`src/rtl/fpu_types_pkg.sv`:
```
// Shared types and constants for the FP issue path: controller state encoding,
// rounding-mode encodings and fcsr flag bit positions.
package fpu_types_pkg;

   typedef enum logic [2:0] {
      ST_IDLE  = 3'd0,
      ST_EXEC  = 3'd1,
      ST_LOAD  = 3'd2,
      ST_STORE = 3'd3,
      ST_WB    = 3'd4
   } state_t;

   localparam logic [2:0] RM_RNE = 3'b000;
   localparam logic [2:0] RM_RTZ = 3'b001;
   localparam logic [2:0] RM_RDN = 3'b010;
   localparam logic [2:0] RM_RUP = 3'b011;
   localparam logic [2:0] RM_RMM = 3'b100;
   localparam logic [2:0] RM_DYN = 3'b111;

   localparam int FLAG_NV = 4;
   localparam int FLAG_DZ = 3;
   localparam int FLAG_OF = 2;
   localparam int FLAG_UF = 1;
   localparam int FLAG_NX = 0;

   // Encodings 101 and 110 are reserved and trap as illegal instructions.
   function automatic logic rm_is_legal(input logic [2:0] rm);
      return (rm != 3'b101) && (rm != 3'b110);
   endfunction

endpackage

```
`src/rtl/fpu_rm_resolve.sv`:
```
// Combinational rounding-mode resolution: picks the fcsr mode for dynamic
// encodings and flags reserved results as illegal.
import fpu_types_pkg::*;

module fpu_rm_resolve (
   input  logic [2:0] instr_rm,
   input  logic [2:0] csr_frm,
   output logic [2:0] frm,
   output logic       legal
);

   // Resolve dynamic rounding then check the effective mode.
   always_comb begin
      frm   = 3'b000;
      legal = 1'b0;
      if (instr_rm == RM_DYN) begin
         frm = csr_frm;
      end else begin
         frm = instr_rm;
      end
      legal = rm_is_legal(frm);
   end

endmodule

```
`src/rtl/fpu_issue_ctrl.sv`:
```
// Initiator-side FP issue controller: accepts decoded FP instructions, drives the
// FPU, sequences FLW/FSW over a req/ack memory port and performs register write-back.
import fpu_types_pkg::*;

module fpu_issue_ctrl #(
   parameter int TIMEOUT_CYCLES = 16,
   parameter int CNT_W          = 5
) (
   input  logic        clk,
   input  logic        n_rst,
   input  logic        instr_valid,
   output logic        instr_ready,
   input  logic [6:0]  instr_funct7,
   input  logic [4:0]  instr_rs1,
   input  logic [4:0]  instr_rs2,
   input  logic [4:0]  instr_rd,
   input  logic [2:0]  instr_rm,
   input  logic        instr_load,
   input  logic        instr_store,
   input  logic [2:0]  csr_frm,
   input  logic [31:0] FPU_out,
   input  logic [4:0]  flags,
   input  logic        f_ready,
   input  logic [31:0] mem_rdata,
   input  logic        mem_ack,
   output logic        mem_req,
   output logic [4:0]  f_rs1,
   output logic [4:0]  f_rs2,
   output logic [4:0]  f_rd,
   output logic [6:0]  funct_7,
   output logic [2:0]  frm,
   output logic        f_LW,
   output logic        f_SW,
   output logic [31:0] f_w_data,
   output logic        f_wen,
   output logic [4:0]  f_flags,
   output logic        flags_we,
   output logic        err
);

   localparam logic [CNT_W-1:0] TMO_LAST = CNT_W'(TIMEOUT_CYCLES - 1);

   state_t           state_r;
   state_t           state_s;
   logic             accept_s;
   logic             err_s;
   logic [CNT_W-1:0] cnt_r;
   logic             is_load_r;
   logic [2:0]       rm_frm_s;
   logic             rm_legal_s;

   fpu_rm_resolve u_rm_resolve (
      .instr_rm (instr_rm),
      .csr_frm  (csr_frm),
      .frm      (rm_frm_s),
      .legal    (rm_legal_s)
   );

   // State register.
   always_ff @(posedge clk) begin
      if (!n_rst) begin
         state_r <= ST_IDLE;
      end else begin
         state_r <= state_s;
      end
   end

   // Next-state decode, acceptance and error detection.
   always_comb begin
      state_s  = state_r;
      accept_s = 1'b0;
      err_s    = 1'b0;
      case (state_r)
         ST_IDLE: begin
            if (instr_valid && instr_ready) begin
               accept_s = 1'b1;
               if (instr_load && instr_store) begin
                  err_s = 1'b1;
               end else if (instr_load) begin
                  state_s = ST_LOAD;
               end else if (instr_store) begin
                  state_s = ST_STORE;
               end else if (!rm_legal_s) begin
                  err_s = 1'b1;
               end else begin
                  state_s = ST_EXEC;
               end
            end else begin
               state_s = ST_IDLE;
            end
         end
         ST_EXEC: begin
            // A result arriving on the last allowed cycle still completes.
            if (f_ready) begin
               state_s = ST_WB;
            end else if (cnt_r == TMO_LAST) begin
               err_s   = 1'b1;
               state_s = ST_IDLE;
            end else begin
               state_s = ST_EXEC;
            end
         end
         ST_LOAD: begin
            if (mem_ack) begin
               state_s = ST_WB;
            end else begin
               state_s = ST_LOAD;
            end
         end
         ST_STORE: begin
            if (mem_ack) begin
               state_s = ST_IDLE;
            end else begin
               state_s = ST_STORE;
            end
         end
         ST_WB:   state_s = ST_IDLE;
         default: state_s = ST_IDLE;
      endcase
   end

   // Registered outputs and datapath latches; strobes follow the next state so
   // they line up with the cycle spent in that state.
   always_ff @(posedge clk) begin
      if (!n_rst) begin
         instr_ready <= 1'b1;
         mem_req     <= 1'b0;
         f_rs1       <= 5'd0;
         f_rs2       <= 5'd0;
         f_rd        <= 5'd0;
         funct_7     <= 7'd0;
         frm         <= 3'd0;
         f_LW        <= 1'b0;
         f_SW        <= 1'b0;
         f_w_data    <= 32'd0;
         f_wen       <= 1'b0;
         f_flags     <= 5'd0;
         flags_we    <= 1'b0;
         err         <= 1'b0;
         cnt_r       <= '0;
         is_load_r   <= 1'b0;
      end else begin
         instr_ready <= (state_s == ST_IDLE);
         mem_req     <= (state_s == ST_LOAD) || (state_s == ST_STORE);
         f_SW        <= (state_s == ST_STORE);
         f_wen       <= (state_s == ST_WB);
         f_LW        <= (state_s == ST_WB) && is_load_r;
         flags_we    <= (state_s == ST_WB) && !is_load_r;
         err         <= err_s;
         if (state_r == ST_EXEC) begin
            cnt_r <= cnt_r + CNT_W'(1);
         end else begin
            cnt_r <= '0;
         end
         if (accept_s) begin
            f_rs1     <= instr_rs1;
            f_rs2     <= instr_rs2;
            f_rd      <= instr_rd;
            is_load_r <= instr_load;
         end
         if (accept_s && (state_s == ST_EXEC)) begin
            funct_7 <= instr_funct7;
            frm     <= rm_frm_s;
         end
         if ((state_r == ST_EXEC) && f_ready) begin
            f_w_data <= FPU_out;
            f_flags  <= flags;
         end
         if ((state_r == ST_LOAD) && mem_ack) begin
            f_w_data <= mem_rdata;
         end
      end
   end

endmodule

```
`config.mk`:
```
export PLATFORM = sky130hd
export DESIGN_NAME = fpu_issue_ctrl
export DESIGN_NICKNAME = d
export VERILOG_FILES = /design/src/rtl/fpu_types_pkg.sv /design/src/rtl/fpu_rm_resolve.sv /design/src/rtl/fpu_issue_ctrl.sv
export SDC_FILE = /design/constraint.sdc
export NUM_CORES = 1
export LEC_CHECK = 0
export BUFFER_PORTS_ARGS = -buffer_cell sky130_fd_sc_hd__buf_2
export CORE_ASPECT_RATIO = 0.5
export CORE_MARGIN = 2
export CORE_UTILIZATION = 40
export DETAILED_ROUTE_END_ITERATION = 8
export GPL_ROUTABILITY_DRIVEN = 1
export PLACE_DENSITY_LB_ADDON = 0.15
export SETUP_SLACK_MARGIN = 0.3
export SYNTH_ARGS = -nofsm -noshare
export SYNTH_HDL_FRONTEND = slang
export SYNTH_SLANG_ARGS = --single-unit
```
`constraint.sdc`:
```
create_clock -name clk -period 2.8 [get_ports clk]
set_input_delay 0.56 -clock clk [delete_from_list [all_inputs] [get_ports clk]]
set_output_delay 0.56 -clock clk [all_outputs]
set_load 0.005 [all_outputs]
```
==> run_results.csv <==
group,metric,value,unit
yosys,yosys_register_bits,78,
pwr,power_frac_seq,42.7,%
sta,setup_violations,0,
sta,max_freq,0.478,GHz
sta,relSlewSlack,31.7,%
yosys,syn_inst,383,
routing,num_vias,3144,
worst_setup_path,endpoint_kind,"flip-flop",
clock_tree,htreeDepth,3,
global_route,grt_max_degree,68,
worst_setup_path,path_class,"reg -> reg",
pwr,vdd_drop_max,432,µV
yosys,yosysUniqueCellTypes,32,
clock_tree,cts-root-buf,"clkbuf_16",
routing,first_pass_iters,4,
sta,slew_violations,0,
worst_setup_path,crit_path_max_incr_delay,960,ps
sta,clock_skew,5.32,ps
worst_setup_path,cp_slowest_cell,"nand4bb_2",
worst_setup_path,path_cells,"nand4bb_2 -> nand3_1 -> a21oi_1 -> a31o_1",
clock_tree,clock-sinks,78,
routing,viasPerCell,4.79,
clock_tree,post_cts_buffers,0,
floorplan,die_area,0.00859,mm²
clock_tree,cts_buffers,9,
worst_setup_path,worst-path-max-fanout,38,
floorplan,die_y,66.5,µm
worst_setup_path,worstPathRequired,3020,ps
pwr,pwr-share-clk,44.5,%
global_route,grt_overflow,0,
routing,drtIter0Drc,164,
pwr,intPower,2.21,mW
worst_setup_path,cp-start-kind,"flip-flop",
sta,tightest_slew,1020,ps
routing,postRouteAntennaNets,0,
finish,drive_gt1_share,36.1,%
outcome,status,"finished clean",
worst_setup_path,arrival,2310,ps
floorplan,die_w,129,µm
finish,syn2layout_area_growth,41.0,%
clock_tree,cts-resized-gates,0,
clock_tree,clk_latency,320,ps
sta,grt_setup_unrepaired,"false",
floorplan,start_util,41.9,%
pwr,pwr-share-comb,12.9,%
clock_tree,clk_pin_slew,60,ps
job,maxCapViolCount,0,
yosys,avgSynthCellArea,8.17,µm²
clock_tree,hold_buffers,0,
finish,fin_nets,649,
pwr,p_leak,2.03,nW
sta,fin_crit_sh,74.7,%
global_route,grt_pass1_wl,13.1,mm
placement,portBuffers,172,
min_path,hp-class,"reg -> reg",
finish,n_antenna_cell,0,
floorplan,rows,22,
sta,setup_ws,708,ps
global_route,grt_pass1_vias,2903,
worst_setup_path,reg2reg_slack,710,ps
yosys,seq_area_frac_synth,49.9,%
pwr,p_sw_share,22.8,%
sta,period_minus_slack,2090,ps
pwr,powerDensity,648,mW/mm²
global_route,antenna_found_initial,0,
routing,routed_wl,8.15,mm
placement,dpl.hpwl,5.88,mm
clock_tree,clk_path_buf_depth,2,
clock_tree,cts_tree,"yes",
floorplan,floorplan.io_pins,173,
routing,routedWlPerCell,12.4,µm
pwr,p_switching,0.651,mW
yosys,synth_warnings,0,
sta,hold_viol,0,
sta,timing.setup.tns,0,ps
yosys,syn_nets,489,
placement,gp_congestion,0.786,
placement,place_ws,510,ps
routing,drc_errors,0,
floorplan,coreArea,0.00746,mm²
global_route,track_usage,19.4,%
yosys,synth_area,0.00313,mm²
==> through the flow <==
stage                     std cells  hold WS, ps  area [µm²]  util (%)  power, mW
after floorplan                 383          406        3130         -       1.43
after global placement          640          426        4080      54.7       1.61
after detailed placement        640          427        4080      54.7       1.62
after CTS                       656          438        4410      59.2       2.90
after global routing            656          464        4410      59.2       3.00
final                           656          433        4410      59.2       2.86
==> power groups by stage <==
stage	logic (mW)	registers, mW	clock network [mW]
after floorplan	0.177	1.25	0
after global placement	0.369	1.24	0
after detailed placement	0.372	1.24	0
after CTS	0.373	1.22	1.31
after global routing	0.418	1.23	1.35
final	0.368	1.22	1.27
==> cells by family (layout without fill, tap and decap cells) <==
kind of cell	Yosys count	after routing	share of synthesized area (%)
xor+xnor	5	5	1.40
buf+inv	34	199	4.52
compound gates	70	70	16.2
mux	10	10	3.20
simple gates	184	184	24.0
fa+ha+maj	2	2	0.800
flops	78	78	49.9
==> state kept, by name (all words and copies together), names as in the netlist <==
signal / flops
err: 1
frm: 3
funct_7: 7
f_rs1: 5
mem_req: 1
f_SW: 1
cnt_r: 5
state_r: 3
f_wen: 1
f_rd: 5
f_flags: 5
f_rs2: 5
instr_ready: 1
is_load_r: 1
f_LW: 1
flags_we: 1
f_w_data: 32
==> Yosys cell counts <==
library cell  number  area share [%]
nand4bb_1          2            0.72
and2_1             1            0.20
a31oi_1            1            0.20
nor3b_2            1            0.40
clkbuf_1          15             1.8
a221oi_1           1            0.28
ha_1               2            0.80
o41ai_1            1            0.28
or3b_1             1            0.28
nand2_1          130              16
buf_1              3            0.36
and3_1             2            0.40
nand2b_1           3            0.60
inv_1              4            0.48
mux2i_1           10             3.2
xnor2_1            1            0.28
buf_2             11             1.8
nor4_2             1            0.40
nor2b_1            1            0.20
dfxtp_1           78              50
nor2_1            39             4.7
a21oi_1           27             4.3
a311oi_1          32             9.0
nand3_1            2            0.32
xor2_1             4             1.1
or4_1              1            0.24
a31o_1             1            0.28
inv_2              1            0.12
a41o_1             1            0.32
o31ai_1            1            0.24
o211ai_1           4            0.96
o211a_1            1            0.32
==> cell type report <==
type | instances | area (µm²)
Fill cell | 742 | 3050
Tap cell | 108 | 135
Clock buffer | 13 | 270
Inverter | 5 | 18.8
Timing Repair Buffer | 178 | 906
Sequential cell | 78 | 1560
Multi-Input combinational cell | 271 | 1460
Clock inverter | 3 | 65.1
==> per-layer routing <==
layer  GRT usage [%]  share of wire (%)  vias to the layer above
met5               0                  0                        -
met4            6.11               0.93                        0
met3            6.02                5.9                        7
met2            32.7                 44                       98
met1            24.0                 49                     1414
li1                -                  -                     1625
==> critical path, delay by kind of cell, from the launching register on <==
family | cells | cell delay, ps
and+or+nand+nor | 2 | 1300
DFF | 1 | 390
AOI/OAI and AO/OA | 2 | 300
==> cell usage in the layout (no fill, tap or decap), types with 2 or more instances in the layout <==
cell / Yosys / routed
xor2_1: 4 / 4
buf_2: 11 / 172
clkbuf_8: 0 / 3
inv_1: 4 / 4
buf_4: 0 / 6
nor2_1: 39 / 39
clkbuf_16: 0 / 9
mux2i_1: 10 / 10
nand2_1: 130 / 130
a21oi_1: 27 / 27
nand2b_1: 3 / 3
ha_1: 2 / 2
bufinv_16: 0 / 2
dfxtp_1: 78 / 78
a311oi_1: 32 / 32
o211ai_1: 4 / 4
and3_1: 2 / 2
nand3_1: 2 / 2
==> path summary, 6_finish.rpt <==
| path | startpoint | end | cells past startpoint |
|---|---|---|---|
| max | state_r[2]$_SDFF_PN0_ | instr_ready$_SDFF_PN1_ | 4 |
| max reg2reg | state_r[2]$_SDFF_PN0_ | instr_ready$_SDFF_PN1_ | 4 |
| min reg2reg | is_load_r$_SDFFE_PN0P_ | flags_we$_SDFF_PN0_ | 1 |
| min | is_load_r$_SDFFE_PN0P_ | flags_we$_SDFF_PN0_ | 1 |
Power figures use the tool's default switching activity.
